--- src/rtl/sdio_card_cmd_responder.sv ---
// ============================================================================
// Module   : sdio_card_cmd_responder
// Brief    : Card-side SDIO CMD line receiver, checker and response serialiser
// Revision : 1.0 - initial release
// ============================================================================
`default_nettype none

module sdio_card_cmd_responder #(
  parameter int NCR         = 2,
  parameter int SYNC_STAGES = 2
) (
  input  logic           sys_clk_i,
  input  logic           rstn_i,
  input  logic           sdclk_i,
  input  logic           sdcmd_i,
  output logic           sdcmd_o,
  output logic           sdcmd_oen_o,
  output logic           cmd_valid_o,
  input  logic           cmd_ready_i,
  output logic [5:0]     cmd_index_o,
  output logic [31:0]    cmd_arg_o,
  input  logic           rsp_valid_i,
  output logic           rsp_ready_o,
  input  logic [1:0]     rsp_type_i,
  input  logic [5:0]     rsp_index_i,
  input  logic [119:0]   rsp_arg_i,
  output logic           busy_o,
  output logic           err_o
);

  typedef enum logic [2:0] {
    ST_IDLE     = 3'd0,
    ST_RX       = 3'd1,
    ST_DELIVER  = 3'd2,
    ST_WAIT_RSP = 3'd3,
    ST_TX       = 3'd4
  } state_t;

  localparam logic [6:0] c_NCR        = 7'(NCR);
  localparam logic [5:0] c_RX_LAST    = 6'd46;
  localparam logic [5:0] c_RX_CRC_END = 6'd39;
  localparam logic [7:0] c_SHORT_BITS = 8'd48;
  localparam logic [7:0] c_LONG_BITS  = 8'd136;

  // CRC7, polynomial x^7 + x^3 + 1, one message bit per step.
  function automatic logic [6:0] f_crc7_step(input logic [6:0] crc, input logic b);
    logic fb;
    fb = crc[6] ^ b;
    return {crc[5:0], 1'b0} ^ {3'b000, fb, 2'b00, fb};
  endfunction

  function automatic logic [6:0] f_crc7_40(input logic [39:0] d);
    logic [6:0] c;
    c = '0;
    for (int i = 39; i >= 0; i--) c = f_crc7_step(c, d[i]);
    return c;
  endfunction

  function automatic logic [6:0] f_crc7_120(input logic [119:0] d);
    logic [6:0] c;
    c = '0;
    for (int i = 119; i >= 0; i--) c = f_crc7_step(c, d[i]);
    return c;
  endfunction

  logic [SYNC_STAGES-1:0] r_clk_sync;
  logic [SYNC_STAGES-1:0] r_cmd_sync;
  logic                   r_clk_prev;
  logic                   w_clk_s;
  logic                   w_cmd_s;
  logic                   w_rise;
  logic                   w_fall;

  state_t                 r_state;
  state_t                 w_state_nxt;
  logic                   w_cmd_valid;
  logic                   w_rsp_ready;
  logic                   w_busy;

  logic [5:0]             r_bit_cnt;
  logic [6:0]             r_crc;
  logic [45:0]            r_rx_sr;
  logic [46:0]            w_rx_full;
  logic                   w_rx_last;
  logic                   w_rx_ok;
  logic [5:0]             r_cmd_index;
  logic [31:0]            r_cmd_arg;
  logic                   r_err;

  logic [6:0]             r_ncr_cnt;
  logic                   w_ncr_count_en;

  logic [135:0]           r_tx_sr;
  logic [7:0]             r_tx_cnt;
  logic                   r_tx_active;
  logic                   r_sdcmd;
  logic                   r_sdcmd_oen;
  logic                   w_tx_done;
  logic                   w_rsp_load;

  logic [39:0]            w_short_hdr;
  logic [6:0]             w_short_crc;
  logic [6:0]             w_long_crc;
  logic [135:0]           w_tx_token;
  logic [7:0]             w_tx_len;

  // Both lines see the same latency so a sampled CMD bit lines up with its clock edge.
  always_ff @(posedge sys_clk_i or negedge rstn_i) begin
    if (!rstn_i) begin
      r_clk_sync <= '0;
      r_cmd_sync <= '1;
      r_clk_prev <= 1'b0;
    end else begin
      r_clk_sync <= {r_clk_sync[SYNC_STAGES-2:0], sdclk_i};
      r_cmd_sync <= {r_cmd_sync[SYNC_STAGES-2:0], sdcmd_i};
      r_clk_prev <= w_clk_s;
    end
  end

  assign w_clk_s = r_clk_sync[SYNC_STAGES-1];
  assign w_cmd_s = r_cmd_sync[SYNC_STAGES-1];
  assign w_rise  =  w_clk_s & ~r_clk_prev;
  assign w_fall  = ~w_clk_s &  r_clk_prev;

  assign w_rx_full = {r_rx_sr, w_cmd_s};
  assign w_rx_last = (r_state == ST_RX) && w_rise && (r_bit_cnt == c_RX_LAST);
  assign w_rx_ok   = w_rx_full[46] && (w_rx_full[7:1] == r_crc) && w_rx_full[0];
  assign w_rsp_load = (r_state == ST_WAIT_RSP) && rsp_valid_i && (rsp_type_i != 2'b00);
  assign w_tx_done  = (r_state == ST_TX) && w_fall && r_tx_active && (r_tx_cnt == 8'd0);

  always_ff @(posedge sys_clk_i or negedge rstn_i) begin
    if (!rstn_i) r_state <= ST_IDLE;
    else         r_state <= w_state_nxt;
  end

  always_comb begin
    w_state_nxt = r_state;
    w_cmd_valid = 1'b0;
    w_rsp_ready = 1'b0;
    w_busy      = 1'b1;
    case (r_state)
      ST_IDLE: begin
        w_busy = 1'b0;
        if (w_rise && !w_cmd_s) w_state_nxt = ST_RX;
      end
      ST_RX: begin
        if (w_rx_last) w_state_nxt = w_rx_ok ? ST_DELIVER : ST_IDLE;
      end
      ST_DELIVER: begin
        w_cmd_valid = 1'b1;
        if (cmd_ready_i) w_state_nxt = ST_WAIT_RSP;
      end
      ST_WAIT_RSP: begin
        w_rsp_ready = 1'b1;
        if (rsp_valid_i) w_state_nxt = (rsp_type_i == 2'b00) ? ST_IDLE : ST_TX;
      end
      ST_TX: begin
        if (w_tx_done) w_state_nxt = ST_IDLE;
      end
      default: w_state_nxt = ST_IDLE;
    endcase
  end

  // The start bit is always 0, so seeding the CRC with it leaves the register at zero.
  always_ff @(posedge sys_clk_i or negedge rstn_i) begin
    if (!rstn_i) begin
      r_bit_cnt   <= '0;
      r_crc       <= '0;
      r_rx_sr     <= '0;
      r_cmd_index <= '0;
      r_cmd_arg   <= '0;
      r_err       <= 1'b0;
    end else begin
      r_err <= w_rx_last && !w_rx_ok;
      if ((r_state == ST_IDLE) && w_rise && !w_cmd_s) begin
        r_bit_cnt <= '0;
        r_crc     <= f_crc7_step(7'd0, w_cmd_s);
        r_rx_sr   <= '0;
      end else if ((r_state == ST_RX) && w_rise) begin
        r_rx_sr   <= {r_rx_sr[44:0], w_cmd_s};
        r_bit_cnt <= r_bit_cnt + 6'd1;
        if (r_bit_cnt < c_RX_CRC_END) r_crc <= f_crc7_step(r_crc, w_cmd_s);
        if (w_rx_last && w_rx_ok) begin
          r_cmd_index <= w_rx_full[45:40];
          r_cmd_arg   <= w_rx_full[39:8];
        end
      end
    end
  end

  // Counting carries on in TX until the start bit goes out, otherwise a
  // controller that answers before NCR has elapsed would stall the response.
  assign w_ncr_count_en = (r_state == ST_DELIVER) || (r_state == ST_WAIT_RSP) ||
                          ((r_state == ST_TX) && !r_tx_active);

  always_ff @(posedge sys_clk_i or negedge rstn_i) begin
    if (!rstn_i) begin
      r_ncr_cnt <= '0;
    end else if (w_rx_last && w_rx_ok) begin
      r_ncr_cnt <= '0;
    end else if (w_rise && w_ncr_count_en && (r_ncr_cnt != c_NCR)) begin
      r_ncr_cnt <= r_ncr_cnt + 7'd1;
    end
  end

  assign w_short_hdr = {2'b00, rsp_index_i, rsp_arg_i[31:0]};
  assign w_short_crc = (rsp_type_i == 2'b11) ? 7'h7F : f_crc7_40(w_short_hdr);
  assign w_long_crc  = f_crc7_120(rsp_arg_i);
  assign w_tx_token  = (rsp_type_i == 2'b10) ?
                       {2'b00, 6'h3F, rsp_arg_i, w_long_crc, 1'b1} :
                       {w_short_hdr, w_short_crc, 1'b1, 88'd0};
  assign w_tx_len    = (rsp_type_i == 2'b10) ? c_LONG_BITS : c_SHORT_BITS;

  // Tokens are left-aligned so the MSB always leaves first regardless of length.
  always_ff @(posedge sys_clk_i or negedge rstn_i) begin
    if (!rstn_i) begin
      r_tx_sr     <= '0;
      r_tx_cnt    <= '0;
      r_tx_active <= 1'b0;
      r_sdcmd     <= 1'b1;
      r_sdcmd_oen <= 1'b1;
    end else if (w_rsp_load) begin
      r_tx_sr     <= w_tx_token;
      r_tx_cnt    <= w_tx_len;
      r_tx_active <= 1'b0;
    end else if ((r_state == ST_TX) && w_fall) begin
      if (r_tx_active && (r_tx_cnt == 8'd0)) begin
        r_sdcmd     <= 1'b1;
        r_sdcmd_oen <= 1'b1;
        r_tx_active <= 1'b0;
      end else if (r_tx_active || (r_ncr_cnt == c_NCR)) begin
        r_sdcmd     <= r_tx_sr[135];
        r_sdcmd_oen <= 1'b0;
        r_tx_sr     <= {r_tx_sr[134:0], 1'b0};
        r_tx_cnt    <= r_tx_cnt - 8'd1;
        r_tx_active <= 1'b1;
      end
    end
  end

  assign sdcmd_o     = r_sdcmd;
  assign sdcmd_oen_o = r_sdcmd_oen;
  assign cmd_valid_o = w_cmd_valid;
  assign rsp_ready_o = w_rsp_ready;
  assign busy_o      = w_busy;
  assign err_o       = r_err;
  assign cmd_index_o = r_cmd_index;
  assign cmd_arg_o   = r_cmd_arg;

endmodule

`default_nettype wire

--- config.mk ---
export PLATFORM = sky130hd
export DESIGN_NAME = sdio_card_cmd_responder
export DESIGN_NICKNAME = d
export VERILOG_FILES = /design/src/rtl/sdio_card_cmd_responder.sv
export SDC_FILE = /design/constraint.sdc
export NUM_CORES = 1
export LEC_CHECK = 0
export CAP_MARGIN = 25
export CELL_PAD_IN_SITES_DETAIL_PLACEMENT = 0
export CELL_PAD_IN_SITES_GLOBAL_PLACEMENT = 1
export CORE_MARGIN = 10
export CORE_UTILIZATION = 44
export DETAILED_ROUTE_END_ITERATION = 16
export GPL_TIMING_DRIVEN = 1
export PLACE_DENSITY = 0.88
export SYNTH_ARGS = -nofsm -noshare
export SYNTH_HDL_FRONTEND = slang
export SYNTH_SLANG_ARGS = --single-unit
--- constraint.sdc ---
create_clock -name sys_clk_i -period 4.2 [get_ports sys_clk_i]
set_clock_uncertainty 0.2 [all_clocks]
set_input_delay 0.42 -clock sys_clk_i [delete_from_list [all_inputs] [get_ports sys_clk_i]]
set_output_delay 0.42 -clock sys_clk_i [all_outputs]
set_load 0.02 [all_outputs]
==> results of run 1 <==
==> layout make-up <==
| class | instances | area (um2) | share of cell area |
|---|---|---|---|
| Tap cell | 442 | 553 | 0.0277 |
| Antenna cell | 4 | 10.0 | 0.000502 |
| Clock inverter | 12 | 165 | 0.00828 |
| Inverter | 6 | 22.5 | 0.00113 |
| Sequential cell | 260 | 6510 | 0.326 |
| Multi-Input combinational cell | 1079 | 8510 | 0.427 |
| Clock buffer | 39 | 782 | 0.0392 |
| Timing Repair Buffer | 375 | 3390 | 0.170 |
==> Yosys cell counts, types with 7 or more instances <==
cell,count
a21oi_1,132
mux2_2,39
nand4_1,7
xor3_1,8
nand3_1,11
xnor3_1,41
o21ai_0,144
xor2_1,71
a22oi_1,33
mux2i_1,13
dfrtp_1,256
clkbuf_1,74
a22o_1,47
buf_1,7
nand2_1,120
xnor2_1,199
nor2_1,154
==> worst max path at each step <==
stage	end	slack, ns	depth (start not counted)
after global placement	r_tx_sr[3]	-1.16	15
after global routing	r_tx_sr[3]	-0.51	19
after detailed placement	r_tx_sr[3]	-1.26	14
after floorplan	r_tx_sr[3]	-0.48	13
final	r_tx_sr[3]	-0.40	19
after CTS	r_tx_sr[7]	-0.35	17
==> layout by cell type (no fill, tap or decap), types with 5 or more instances in the layout <==
cell / instances
buf_6: 17
clkinv_2: 6
clkbuf_1: 7
o21ai_0: 143
nand4_1: 7
xnor2_2: 40
inv_1: 6
nor2_1: 150
mux2_2: 39
xor2_1: 61
dlygate4sd2_1: 9
a22o_1: 47
mux2i_1: 13
nand2_1: 119
dfrtp_1: 256
nand3_1: 11
a21oi_1: 131
xnor3_1: 27
xnor2_1: 145
buf_4: 176
xnor2_4: 16
buf_12: 8
ha_1: 5
xor2_2: 10
xor3_1: 8
clkdlybuf4s50_1: 146
clkbuf_16: 28
dlymetal6s2s_1: 5
xnor3_2: 19
buf_2: 6
nor3_1: 5
a22oi_1: 33
==> through the flow <==
step                setup WS, ns  hold WS (ns)  instances
floorplan                 -0.477       -0.0756       1427
global placement           -1.16         0.136       2116
detailed placement         -1.26         0.135       2117
CTS                       -0.349        0.0214       2195
global route              -0.505        0.0442       2215
finish                    -0.399        0.0388       2217
==> cell families after synthesis <==
family / share of synthesized area
compound gates: 0.150
buf+inv: 0.0227
mux: 0.0390
simple gates: 0.0891
flops: 0.446
xor+xnor: 0.250
fa+ha+maj: 0.00428
==> worst max-delay path, delay by kind of cell <==
kind            cells  cell delay, ns
xor+xnor           12            3.28
compound gates      1            0.15
buf+inv             6            1.06
==> repair_timing <==
item,in CTS,in global routing
hold endpoints to repair,115,0
resized for setup,113,70
setup endpoints to repair,7,7
pin swaps,51,39
hold buffers,1,0
setup buffers,26,18
==> metal layers <==
layer	vias up	part of all wire
li1	5547	-
met1	5994	0.44
met2	417	0.48
met3	57	0.066
met4	0	0.020
met5	-	0
==> sequential cells by signal, indices dropped and copies added, names as in the netlist <==
| register | count |
|---|---|
| r_state | 3 |
| r_tx_cnt | 8 |
| r_bit_cnt | 6 |
| r_ncr_cnt | 7 |
| r_tx_sr | 136 |
| r_rx_sr | 46 |
| sdcmd_oen_o | 1 |
| r_clk_sync | 2 |
| err_o | 1 |
| sdcmd_o | 1 |
| cmd_index_o | 6 |
| r_crc | 7 |
| r_clk_prev | 1 |
| r_cmd_sync | 2 |
| cmd_arg_o | 32 |
| r_tx_active | 1 |
==> impl_metrics.json, run 1 <==
{
  "insertion_delay_ns": 0.57,
  "core_um2": 32600,
  "cts-root-buf": "clkbuf_16",
  "grt_pass1_vias": 12100,
  "timing.rr.start": "r_ncr_cnt[0]",
  "max_freq_mhz": 217,
  "port_buffers": 177,
  "synth_cell_types": 46,
  "synth_top_area_cell": "dfrtp_1",
  "grt.met2_usage": 0.326,
  "fillers": 2583,
  "cp-startpoint": "rsp_arg_i[119]",
  "criticalPathCategory": "primary input to register",
  "die_h_um": 202,
  "antenna_found_initial": 4,
  "hold_class": "primary input to register",
  "start_util": 0.448,
  "ios": 178,
  "holdCritStartpoint": "rsp_arg_i[97]",
  "ys_warn_count": 0,
  "via_per_inst": 5.42,
  "drt-initial-drc-count": 1048,
  "synth_edf_count": 0,
  "worstPathMaxFanout": 4,
  "rr_endpoint": "r_tx_sr[39]",
  "dp_hpwl_um": 30100,
  "reg2regPathDepth": 10,
  "wirelength_um": 43600,
  "tightest_slew_ns": 0.965,
  "slowest_delay_ns": 0.51,
  "first_pass_iters": 5,
  "ys.flop_type": "dfrtp_1",
  "syn_inst": 1427,
  "slowest_stage": "xnor3_2",
  "violations": "negative setup slack",
  "required_ns": 4.48,
  "grt_pass1_wl_um": 67400,
  "synthArstFlopShare": 1.00,
  "final_area_um2": 19900,
  "drtAntennaViolNets": 0,
  "synthTopCellsByArea": "dfrtp_1 (44%), xnor2_1 (12%), xnor3_1 (6.3%)",
  "fin_crit_ns": 4.60,
  "rsz0062_at_grt": "yes",
  "fin_setup_tns_ns": -1.92,
  "synth_top_area_share": 0.438,
  "maxSlewViolCount": 0,
  "netlist_area_um2": 14600,
  "finalNetCount": 1889,
  "grt_usage": 0.202,
  "die_w_um": 202,
  "setup_violations": 7,
  "drive_above_1_share": 0.224,
  "hold_path_depth": 3,
  "cts_sinks": 260,
  "ctsLongestPathBuffers": 3,
  "cts_tree": "done",
  "syn_avg_cell_area_um2": 10.2,
  "cts_inserted_buffers": 28,
  "crit_path_start_kind": "primary input",
  "r2r_slack_ns": 0.86,
  "avgRoutedWirePerCell_um": 19.7,
  "gp_congestion": 0.903,
  "hold_end": "r_tx_sr[105]",
  "relSlewSlack": 0.352,
  "finish.utilization": 0.612,
  "fin_ws_ns": -0.399,
  "die_area_um2": 40900,
  "via_count": 12000,
  "crit_chain": "dlygate4sd2_1 -> xnor2_1 -> xnor2_2 -> xor3_1 -> buf_4 -> xnor3_2 -> buf_6 -> buf_6 -> buf_4 -> xnor3_2 -> buf_4 -> xnor2_4 -> xnor2_4 -> xnor2_4 -> xnor2_2 -> xnor3_2 -> xnor2_2 -> xnor3_1 -> a21oi_2",
  "finalHoldViolCount": 0,
  "synth_seq_area_share": 0.446,
  "grt-busiest-layer": "met2",
  "row_count": 66,
  "place_area_um2": 18000,
  "cts.clk_slew.worst_paths_ns": 0.06,
  "htreeDepth": 1,
  "status": "complete, but fails checks",
  "met3_usage": 0.0389,
  "ys_ff_latch": 260,
  "fin_crit_sh": 1.09,
  "grt_util_met1": 0.276,
  "gr-total-overflow": 0,
  "cp-end-kind": "register",
  "arrival_ns": 4.88,
  "remaining_drc_errors": 0,
  "grt_max_degree": 135,
  "syn_to_final_growth_pct": 36.5,
  "drv_cap": 0,
  "syn_nets": 1566
}
Power of run 1 is not shown: default switching activity piles up to over one toggle a cycle in this logic, so the estimate is an artifact.
==> inputs of run 2 (changes only) <==
- clock period: 4.2 -> 4.4 ns (I/O delays scaled with it)
==> impl_metrics.json, run 2 (same netlist as run 1, synthesis figures left out) <==
{
  "arrival_ns": 4.67,
  "setup_violations": 2,
  "core_um2": 32600,
  "place_ws_ns": -1.01,
  "syn_to_final_growth_pct": 35.5,
  "layout_commonest_cell": "dfrtp_1",
  "finalHoldViolCount": 0,
  "top_register": "r_tx_sr",
  "maxSlewViolCount": 0,
  "required_ns": 4.61,
  "gp_congestion": 0.921,
  "cp-end-kind": "register",
  "hold_path_depth": 3,
  "ctsLongestPathBuffers": 3,
  "max_freq_mhz": 225,
  "drt-initial-drc-count": 1043,
  "drtAntennaViolNets": 0,
  "wirelength_um": 43700,
  "grt_pass1_vias": 12200,
  "grt_pass1_wl_um": 68200,
  "first_pass_iters": 5,
  "die_area_um2": 40900,
  "ios": 178,
  "start_util": 0.448,
  "row_count": 66,
  "remaining_drc_errors": 0,
  "criticalPathCategory": "primary input to register",
  "cts_tree": "done",
  "antenna_found_initial": 4,
  "via_per_inst": 5.40,
  "rsz0062_at_grt": "yes",
  "die_w_um": 202,
  "fin_crit_sh": 1.01,
  "htreeDepth": 1,
  "insertion_delay_ns": 0.56,
  "crit_path_start_kind": "primary input",
  "via_count": 11800,
  "relSlewSlack": 0.351,
  "finalNetCount": 1861,
  "cts_inserted_buffers": 29,
  "layout_common_cells": "dfrtp_1 (256), nor2_1 (150), buf_4 (146)",
  "status": "complete, but fails checks",
  "worstPathMaxFanout": 5,
  "violations": "negative setup slack",
  "port_buffers": 177,
  "die_h_um": 202,
  "fin_ws_ns": -0.0511,
  "gr-total-overflow": 0,
  "dp_hpwl_um": 30200,
  "cts-root-buf": "clkbuf_16",
  "holdWs_ns": 0.0444,
  "reg2regPathDepth": 10,
  "drive_above_1_share": 0.218,
  "avgRoutedWirePerCell_um": 20.0,
  "largest_reg_flops": 136,
  "tightest_slew_ns": 0.966,
  "cts_sinks": 260,
  "cts.clk_slew.worst_paths_ns": 0.06,
  "drv_cap": 0,
  "grt_usage": 0.205,
  "fin_crit_ns": 4.45,
  "grt_max_degree": 135,
  "hold_class": "primary input to register"
}
-- run 2: cell types whose count changed in the layout (fill, tap and decap cells not counted), moves of 5 or more --
cell,before,now
buf_4,176,146
xnor2_1,145,137
xnor2_2,40,46
buf_12,8,3
clkbuf_2,3,8
xor2_2,10,5
-- run 2: repair_timing --
action                                 in CTS  in global routing
buffers inserted                           22                 10
endpoints found under the hold margin      61                  0
hold buffers                                1                  0
pin swaps                                  41                 28
setup endpoints to repair                   7                  7
gates resized for setup                    97                 89
-- run 2: worst max-delay path, cell delays in order --
cell and delay [ns]:
buf_4 0.13, buf_6 0.14, xnor2_4 0.18, xnor3_1 0.41, xor3_2 0.44, xnor3_2 0.47
buf_6 0.15, xnor3_1 0.22, xnor2_2 0.23, xnor3_2 0.35, buf_6 0.15, xnor2_2 0.13
xnor2_1 0.30, xnor3_2 0.45, xnor2_2 0.24, xnor2_1 0.14, o22ai_1 0.08
-- run 2: metrics by stage --
| step | setup TNS, ns | cells | area (um2) | utilization |
|---|---|---|---|---|
| final | -0.102 | 2191 | 19800 | 0.607 |
| after global routing | -0.623 | 2189 | 19800 | 0.607 |
| after CTS | -0.00161 | 2178 | 19400 | 0.595 |
| after detailed placement | -6.62 | 2102 | 17900 | 0.548 |
| after global placement | -5.81 | 2102 | 17900 | 0.548 |
| after floorplan | -1.37 | 1427 | 14700 | - |
-- run 2: final timing paths --
path	slack, ns	start	endpoint
setup / recovery	-0.05	rsp_arg_i[114]	r_tx_sr[4]
setup reg to reg	0.95	r_ncr_cnt[0]	r_tx_sr[110]
max in group asynchronous	2.67	rstn_i	r_tx_sr[40]
min in group asynchronous	0.20	rstn_i	r_tx_sr[105]
hold reg to reg	0.16	r_clk_sync[0]	r_clk_sync[1]
hold / removal	0.04	rsp_arg_i[114]	r_tx_sr[122]
-- run 2: final cells by class --
cell class	count	area (um2)
Fill cell	2577	12800
Multi-Input combinational cell	1079	8580
Sequential cell	260	6510
Timing Repair Buffer	346	3130
Clock buffer	41	851
Tap cell	442	553
Clock inverter	13	140
Inverter	6	22.5
Antenna cell	4	10.0
-- run 2: layer usage --
layer / global-route usage / vias up / part of all wire
met5: 0 / - / 0
met4: 0.0616 / 0 / 0.025
met3: 0.0403 / 72 / 0.064
met2: 0.332 / 385 / 0.48
met1: 0.273 / 5895 / 0.43
li1: - / 5489 / -
Power of run 2 is left out for the same reason.
==> inputs of run 3 (changes only) <==
- CORE_MARGIN: 10 -> default
==> impl_metrics.json, run 3 (same netlist as run 1, synthesis figures left out) <==
{
  "grt_usage": 0.247,
  "crit_buf_inv": 5,
  "setup_violations": 4,
  "required_ns": 4.69,
  "cts.clk_slew.worst_paths_ns": 0.06,
  "crit_path_start_kind": "primary input",
  "ctsLongestPathBuffers": 3,
  "start_util": 0.448,
  "maxSlewViolCount": 0,
  "die_area_um2": 33900,
  "htreeDepth": 1,
  "tightest_slew_ns": 0.902,
  "criticalPathCategory": "primary input to register",
  "insertion_delay_ns": 0.57,
  "hold_end": "r_cmd_sync[0]",
  "max_freq_mhz": 224,
  "cts_sinks": 260,
  "remaining_drc_errors": 0,
  "gp_congestion": 0.932,
  "largest_reg_flops": 136,
  "drtAntennaViolNets": 0,
  "cts-root-buf": "clkbuf_16",
  "layout_common_cells": "dfrtp_1 (256), nor2_1 (150), xnor2_1 (148)",
  "r2r_slack_ns": 1.14,
  "avgRoutedWirePerCell_um": 19.3,
  "arrival_ns": 4.75,
  "cp-end-kind": "register",
  "layout_commonest_cell": "dfrtp_1",
  "port_buffers": 177,
  "slowest_delay_ns": 0.45,
  "top_register": "r_tx_sr",
  "via_count": 11900,
  "gr-total-overflow": 0,
  "die_h_um": 184,
  "fillers": 2646,
  "place_ws_ns": -1.03,
  "path_delay_family": "XOR/XNOR gates",
  "hold_class": "primary input to register",
  "row_count": 66,
  "regArea_um2": 6510,
  "fin_crit_ns": 4.47,
  "reg2regPathDepth": 11,
  "rr_endpoint": "r_tx_sr[6]",
  "holdWs_ns": 0.0812,
  "holdCritStartpoint": "sdcmd_i",
  "drive_above_1_share": 0.209,
  "worstPathMaxFanout": 4,
  "die_w_um": 184,
  "antenna_found_initial": 2,
  "dp.cells": 2095,
  "multi_input_area_um2": 8420,
  "fin_crit_sh": 1.02,
  "via_per_inst": 5.44,
  "drv_cap": 0,
  "cts_inserted_buffers": 28,
  "drt-initial-drc-count": 833,
  "wirelength_um": 42200,
  "finalNetCount": 1857,
  "relSlewSlack": 0.398,
  "grt_pass1_wl_um": 65600,
  "violations": "negative setup slack",
  "critical_path.most_common_cell": "xnor3_2",
  "rsz0062_at_grt": "yes",
  "first_pass_iters": 5,
  "dp_hpwl_um": 28300,
  "crit_chain": "buf_8 -> xnor2_4 -> xor3_1 -> buf_6 -> xnor3_2 -> xnor3_2 -> buf_6 -> buf_6 -> xnor2_4 -> xor2_2 -> xnor3_2 -> xnor2_2 -> xnor2_2 -> buf_4 -> xnor3_2 -> xnor2_2 -> xnor3_1 -> a21oi_1",
  "timing.rr.start": "r_ncr_cnt[0]",
  "slowest_stage": "xnor3_2",
  "fin_cells": 2184,
  "syn_to_final_growth_pct": 33.6,
  "hold_path_depth": 1,
  "ios": 178,
  "grt_max_degree": 135,
  "core_um2": 32600,
  "cts_tree": "done",
  "status": "complete, but fails checks",
  "grt_pass1_vias": 12000,
  "finalHoldViolCount": 0,
  "fin_ws_ns": -0.0683
}
## run 3: how the worst max path moves through the flow
stage,startpoint,end,slack [ns],depth (start not counted)
floorplan,rsp_arg_i[116],r_tx_sr[3],-0.30,13
global placement,rsp_arg_i[116],r_tx_sr[3],-0.87,15
detailed placement,rsp_arg_i[117],r_tx_sr[3],-1.03,14
CTS,rsp_arg_i[116],r_tx_sr[1],0.006,18
global route,rsp_arg_i[109],r_tx_sr[3],-0.17,18
finish,rsp_arg_i[109],r_tx_sr[3],-0.07,18
## run 3: per-layer routing
metal / up-vias / routed length (um) / GRT usage / part of all wire
met3: 68 / 3000 / 0.0451 / 0.071
met4: 0 / 1150 / 0.0797 / 0.027
met2: 427 / 20200 / 0.405 / 0.48
met1: 5901 / 17800 / 0.332 / 0.42
li1: 5478 / - / - / -
met5: - / 0 / 0 / 0
## run 3: final cells by class
type	count	area share
Inverter	6	0.00115
Timing Repair Buffer	343	0.159
Clock inverter	16	0.00718
Multi-Input combinational cell	1079	0.431
Clock buffer	36	0.0390
Antenna cell	2	0.000256
Sequential cell	260	0.333
Tap cell	442	0.0283
## run 3: worst reg2reg max path, stage by stage, from the launching register on
cell	delay [ns]
dfrtp_1	0.41
inv_1	0.07
ha_1	0.14
or4b_2	0.59
nor3_1	0.35
o21a_1	0.36
nand2b_4	0.11
buf_12	0.24
o21ai_0	0.41
nand2_1	0.08
o21ai_0	0.09
a21oi_1	0.06
## run 3: through the flow
step / instance area [um2] / util / setup TNS, ns
final: 19500 / 0.599 / -0.213
after detailed placement: 17800 / 0.547 / -6.60
after floorplan: 14700 / - / -1.37
after CTS: 19200 / 0.587 / 0
after global routing: 19500 / 0.598 / -0.606
after global placement: 17800 / 0.547 / -5.61
## run 3: timing repair
action / in CTS / in global routing
gates resized for setup: 107 / 63
endpoints found under the hold margin: 94 / 0
endpoints found under the setup margin: 7 / 7
buffers inserted: 26 / 10
pin swaps: 52 / 18
hold buffers: 1 / 0
Power of run 3 is left out for the same reason.
==> edit 1 (flow settings as in run 2) <==
Register the output `err_o` once more, cleared by the reset; this adds one clock of latency there. The other outputs are not delayed to match.
--- a/src/rtl/sdio_card_cmd_responder.sv
+++ b/src/rtl/sdio_card_cmd_responder.sv
@@ -245,3 +245,9 @@
   assign busy_o      = w_busy;
-  assign err_o       = r_err;
+  always_ff @(posedge sys_clk_i or negedge rstn_i) begin
+    if (!rstn_i) begin
+      err_o <= '0;
+    end else begin
+      err_o <= r_err;
+    end
+  end
   assign cmd_index_o = r_cmd_index;
Behaviour: no difference found for any inputs over 4 cycles, from zero or initial values and one cycle with rstn_i low; that may be too few to reach the edited logic, so the function may still have changed.
==> edit 1 against run 2 <==
- critical path type unchanged
- sequential share of layout area rose by 0.37 points
- synthesized area increased by 0.17%
- via count grew 0.57%
- count of clock-buffer cells in the layout stayed put
- the flow still finishes with violations (negative setup slack)
- utilization shrank 0.60 points
- design area down 0.73%
- worst setup slack got worse by 0.070 ns
- routed wire length decreased by 0.83%
- sequential cell count is 1 higher
Power is left out: the tool's default activity adds up to more than one toggle a clock period on the data nets, which glitch-free logic cannot reach.
==> edit 1: results (changes against run 2) <==
STA
  – Final Setup Violations: 4 (+2)
  – Worst slew margin: 30.53% (-4.6 points)
  – Setup slack after layout: -0.1208 ns (-0.06964 ns)

Status
  – Failing checks: negative setup slack
  – Status: finished with violations

Global routing
  – Met2 GRT Util: 33.07% (-0.13 points)
  – Vias in the first global route: 12,201 (-0.17%)
  – Initial antenna violation count: 3 (-1)
  – First-pass GRT wire length: 68.38 mm (+0.30%)
  – Gr usage total: 20.52% (about the same)
  – GR Layer Usage met1: 27.43% (+0.11 points)
  – Largest net degree at the start of global routing: 108 (-20%)

Worst setup path
  – Worst path slowest cell: xor3_2
  – CP max FO: 3 (-2)

Placement
  – Gp weighted congestion: 0.9116 (-1.0%)
  – Dpl hpwl: 30.51 mm (+0.93%)
  – Placed inst area: 0.01797 mm² (+0.56%)

Logic synthesis
  – Synth Area in Compound Gates: 14.96% (-0.026 points)
  – Post-synth ARST share: 100.0% (unchanged)
  – YS warnings: 0 (unchanged)
  – Synth cell count leaders: dfrtp_1, xnor2_1, nor2_1, o21ai_0, a21oi_1
  – Top cells by area, synth: dfrtp_1, xnor2_1, xnor3_1
  – Area share of fa/ha/maj cells after synthesis: 0.4274% (-0.00073 points)
  – Syn nets: 1,567 (+0.064%)

Drt
  – DR iter-0 viols: 887 (-15%)

Cells and area
  – Share of cells above drive strength 1: 21.80% (+0.027 points)
[edit 1: changes by cell type after synthesis, sizes merged]
cell,delta
dfrtp,+1
[edit 1: area by class of cell]
class | instances | area, µm²
clock inverters | 7 | 80.08
repair buffers | 358 | 3222
inverters | 6 | 22.52
fillers | 2729 | 13050
flip-flops and latches | 261 | 6536
diodes | 2 | 5.005
clock buffers | 41 | 820.8
well taps | 442 | 553.0
multi-input cells | 1079 | 8412
[edit 1: metrics by stage]
step	hold WS, ns	instances	setup WS (ns)	utilization [%]	TNS [ns]
6_report	0.04887	2196	-0.1208	60.09	-0.3577
5_1_grt	0.05291	2195	-0.2065	60.09	-0.9755
4_1_cts	0.02117	2179	-0.06321	59.00	-0.06919
3_5_place_dp	0.1451	2108	-1.117	54.95	-7.059
3_3_place_gp	0.1356	2108	-0.9888	54.95	-6.312
2_1_floorplan	-0.05559	1428	-0.2968	-	-1.369
[edit 1: kinds of logic after synthesis]
family | Yosys count
AO/OA/AOI/OAI | 376
buffers and inverters | 88
flip-flops | 261
AND/OR/NAND/NOR | 319
multiplexers | 52
XOR/XNOR | 327
adder cells (fa/ha/maj) | 5
[edit 1: tightest hold or removal path, cell delays in order]
cell and delay, ns:
buf_6 0.11, a22oi_1 0.09, a21oi_1 0.13
[edit 1: per-layer routing]
metal / wire length (µm) / share of wire (%)
met1: 19000 / 44
met2: 20660 / 48
met5: 0 / 0
met3: 2588 / 6.0
met4: 1109 / 2.6
[edit 1: timing repair]
item,CTS,global route
endpoints found under the setup margin,7,7
endpoints found under the hold margin,100,0
setup buffers,27,15
hold buffers,1,0
pin swaps,53,23
gates resized for setup,132,60
[edit 1: final timing paths]
check,depth (start not counted),slack [ns],startpoint,end
max in group asynchronous,3,2.66,rstn_i,sdcmd_oen_o$_DFFE_PN1P_
worst min-delay path,3,0.05,rsp_arg_i[116],r_tx_sr[124]$_DFFE_PN0P_
min in group asynchronous,2,0.27,rstn_i,r_tx_sr[100]$_DFFE_PN0P_
worst min register to register,0,0.16,r_cmd_sync[0]$_DFF_PN1_,r_cmd_sync[1]$_DFF_PN1_
worst max register to register,10,0.80,r_ncr_cnt[0]$_DFFE_PN0P_,r_tx_sr[108]$_DFFE_PN0P_
worst max-delay path,18,-0.12,rsp_arg_i[89],r_tx_sr[1]$_DFFE_PN0P_
==> edit 2 (config.mk and constraints of run 2) <==
Without the edit above. Change the parameter `SYNC_STAGES` from 2 to 4.
--- a/src/rtl/sdio_card_cmd_responder.sv
+++ b/src/rtl/sdio_card_cmd_responder.sv
@@ -9,3 +9,3 @@
   parameter int NCR         = 2,
-  parameter int SYNC_STAGES = 2
+  parameter int SYNC_STAGES = 4
 ) (
Behaviour: not the same (a bounded check fails within 4 cycles, from zero or initial values and one cycle with rstn_i low).
==> edit 2 against run 2 <==
- the run still ends with negative setup slack left
- routed wire length is 1.9% lower
- sequential cell count rose by 4
- register-to-register slack improved by 0.11 ns
- worst setup slack worse by 0.022 ns
- synthesized cell count down 0.21%
- synthesized area hardly changed
- design area fell by 2.2%
- largest cell class unchanged
- highest routed layer unchanged
Power is not shown: default switching activity piles up to over one toggle a cycle in this logic, so the estimate is an artifact.
==> edit 2: results (changes against run 2) <==
Global routing
  – Met2 GRT Util: 32.03% (-1.2 points)
  – Initial antenna violation count: 1 (-3)
  – Gr usage total: 20.27% (-0.25 points)
  – First-pass GRT wire length: 67.69 mm (-0.71%)
  – Routing usage on met3: 3.438% (-0.59 points)
  – Largest net degree at the start of global routing: 104 (-23%)
  – GR Layer Usage met1: 28.57% (+1.2 points)

STA
  – Total negative slack: -0.07272 ns (+0.02944 ns)
  – Final Setup Violations: 1 (-1)
  – Tightest Pin Transition: 0.8622 ns (-0.1041 ns)
  – Setup slack after layout: -0.07272 ns (-0.02159 ns)

Cells and area
  – Share of cells above drive strength 1: 19.52% (-2.3 points)
  – Fillcell total: 2,697 (+4.7%)
  – Largest register FFs: 136 (unchanged)
  – Most flops, register: r_tx_sr
  – Nets: 1,837 (-1.3%)

Drt
  – Final antenna-violating net count: 0 (unchanged)
  – DRT Pass-1 Iters: 5 (unchanged)
  – Post-detailed-routing wire length: 42.90 mm (-1.9%)
  – Met1 WL: 18.98 mm (+0.50%)
  – Via count: 11,782 (-0.50%)
  – DR iter-0 viols: 1,111 (+6.5%)
  – WL met3: 2.916 mm (+3.4%)
  – Routed wl met2: 20.12 mm (-3.9%)
  – Uppermost layer routed: met4
  – Wire length per cell: 19.81 µm (-0.71%)

Logic synthesis
  – Top cells by area, synth: dfrtp_1, xnor2_1, xnor3_1
  – Post-synthesis sequential area ratio: 45.24% (+0.68 points)
  – Syn nets: 1,563 (-0.19%)
  – Post-synth ARST share: 100.0% (unchanged)
  – Synth cell count leaders: dfrtp_1, xnor2_1, nor2_1, o21ai_0, a21oi_1
  – YS warnings: 0 (unchanged)
  – Cell variety after synth: 45 (-2.2%)
  – Mapped Avg Cell Area: 10.27 µm² (+0.26%)

Worst hold path
  – Min-delay src: rsp_arg_i[66]
  – Hold Crit Class: in2reg

Placement
  – Placed cells: 2,070 (-1.5%)
  – Placed inst area: 0.01760 mm² (-1.5%)
  – Gp weighted congestion: 0.9070 (-1.5%)
  – Port Buffer Count: 177 (unchanged)
  – Pre-CTS setup slack: -0.8727 ns (+0.1327 ns)
  – Dpl hpwl: 29.94 mm (-0.93%)

Clock tree
  – TritonCTS buffer count: 29 (unchanged)
  – Root buffer cell: clkbuf_16
  – H-tree depth: 1 (unchanged)
  – Worst skew pair latency: 0.56 ns (about the same)
  – CTS clk-pin slew, worst paths: 0.06 ns (about the same)
  – Clock Tree Buf Depth: 3 (unchanged)

Worst setup path
  – Worst r2r src: r_ncr_cnt[0]$_DFFE_PN0P_
  – Worst path slowest cell: xnor3_2
  – Crit-path max cell delay: 0.47 ns (about the same)
  – Worst Setup SP: rsp_arg_i[115]
  – WP data arrival: 4.76 ns (+0.09 ns)
  – CP max FO: 3 (-2)

Status
  – Status: finished with violations
  – Failing checks: negative setup slack
==> edit 2: changes by cell type after synthesis, sizes merged, moves of 3 or more <==
cell	run 2	this run
buf	8	2
clkbuf	74	78
mux2i	13	10
nor2	154	157
nor3	6	10
xnor2	201	195
xor2	72	66
==> edit 2: layout make-up <==
cell class	instances	area, µm²	share of cell area (%)
Inverter	6	22.52	0.1163
Timing Repair Buffer	323	2959	15.28
Clock inverter	13	186.4	0.9628
Antenna cell	2	5.005	0.02585
Tap cell	442	553.0	2.856
Multi-Input combinational cell	1074	8183	42.26
Sequential cell	264	6614	34.16
Clock buffer	41	840.8	4.342
==> edit 2: path summary, 6_finish.rpt <==
path,slack [ns],cells after the start,to
max,-0.07,17,r_tx_sr[7]$_DFFE_PN0P_
min,0.008,3,r_tx_sr[74]$_DFFE_PN0P_
max reg2reg,1.06,11,r_tx_sr[7]$_DFFE_PN0P_
min reg2reg,0.15,0,r_clk_sync[2]$_DFF_PN0_
max in group asynchronous,2.64,3,r_tx_sr[67]$_DFFE_PN0P_
min in group asynchronous,0.30,2,r_tx_sr[118]$_DFFE_PN0P_
==> edit 2: kinds of logic after synthesis <==
logic type | count (synthesis) | synth area share (%)
AOI/OAI and AO/OA | 379 | 15.10
xor gates and xnor gates | 314 | 24.14
adders and majority gates | 5 | 0.4279
buffers and inverters | 86 | 2.208
DFF | 264 | 45.24
muxes | 49 | 3.689
and+or+nand+nor | 327 | 9.201
==> edit 2: timing repair <==
| action | in CTS | in global routing |
|---|---|---|
| endpoints found under the setup margin | 7 | 7 |
| resized for setup | 80 | 62 |
| buffers inserted | 23 | 15 |
| hold endpoints to repair | 98 | 0 |
| hold buffers | 1 | 0 |
| pin swaps | 50 | 44 |
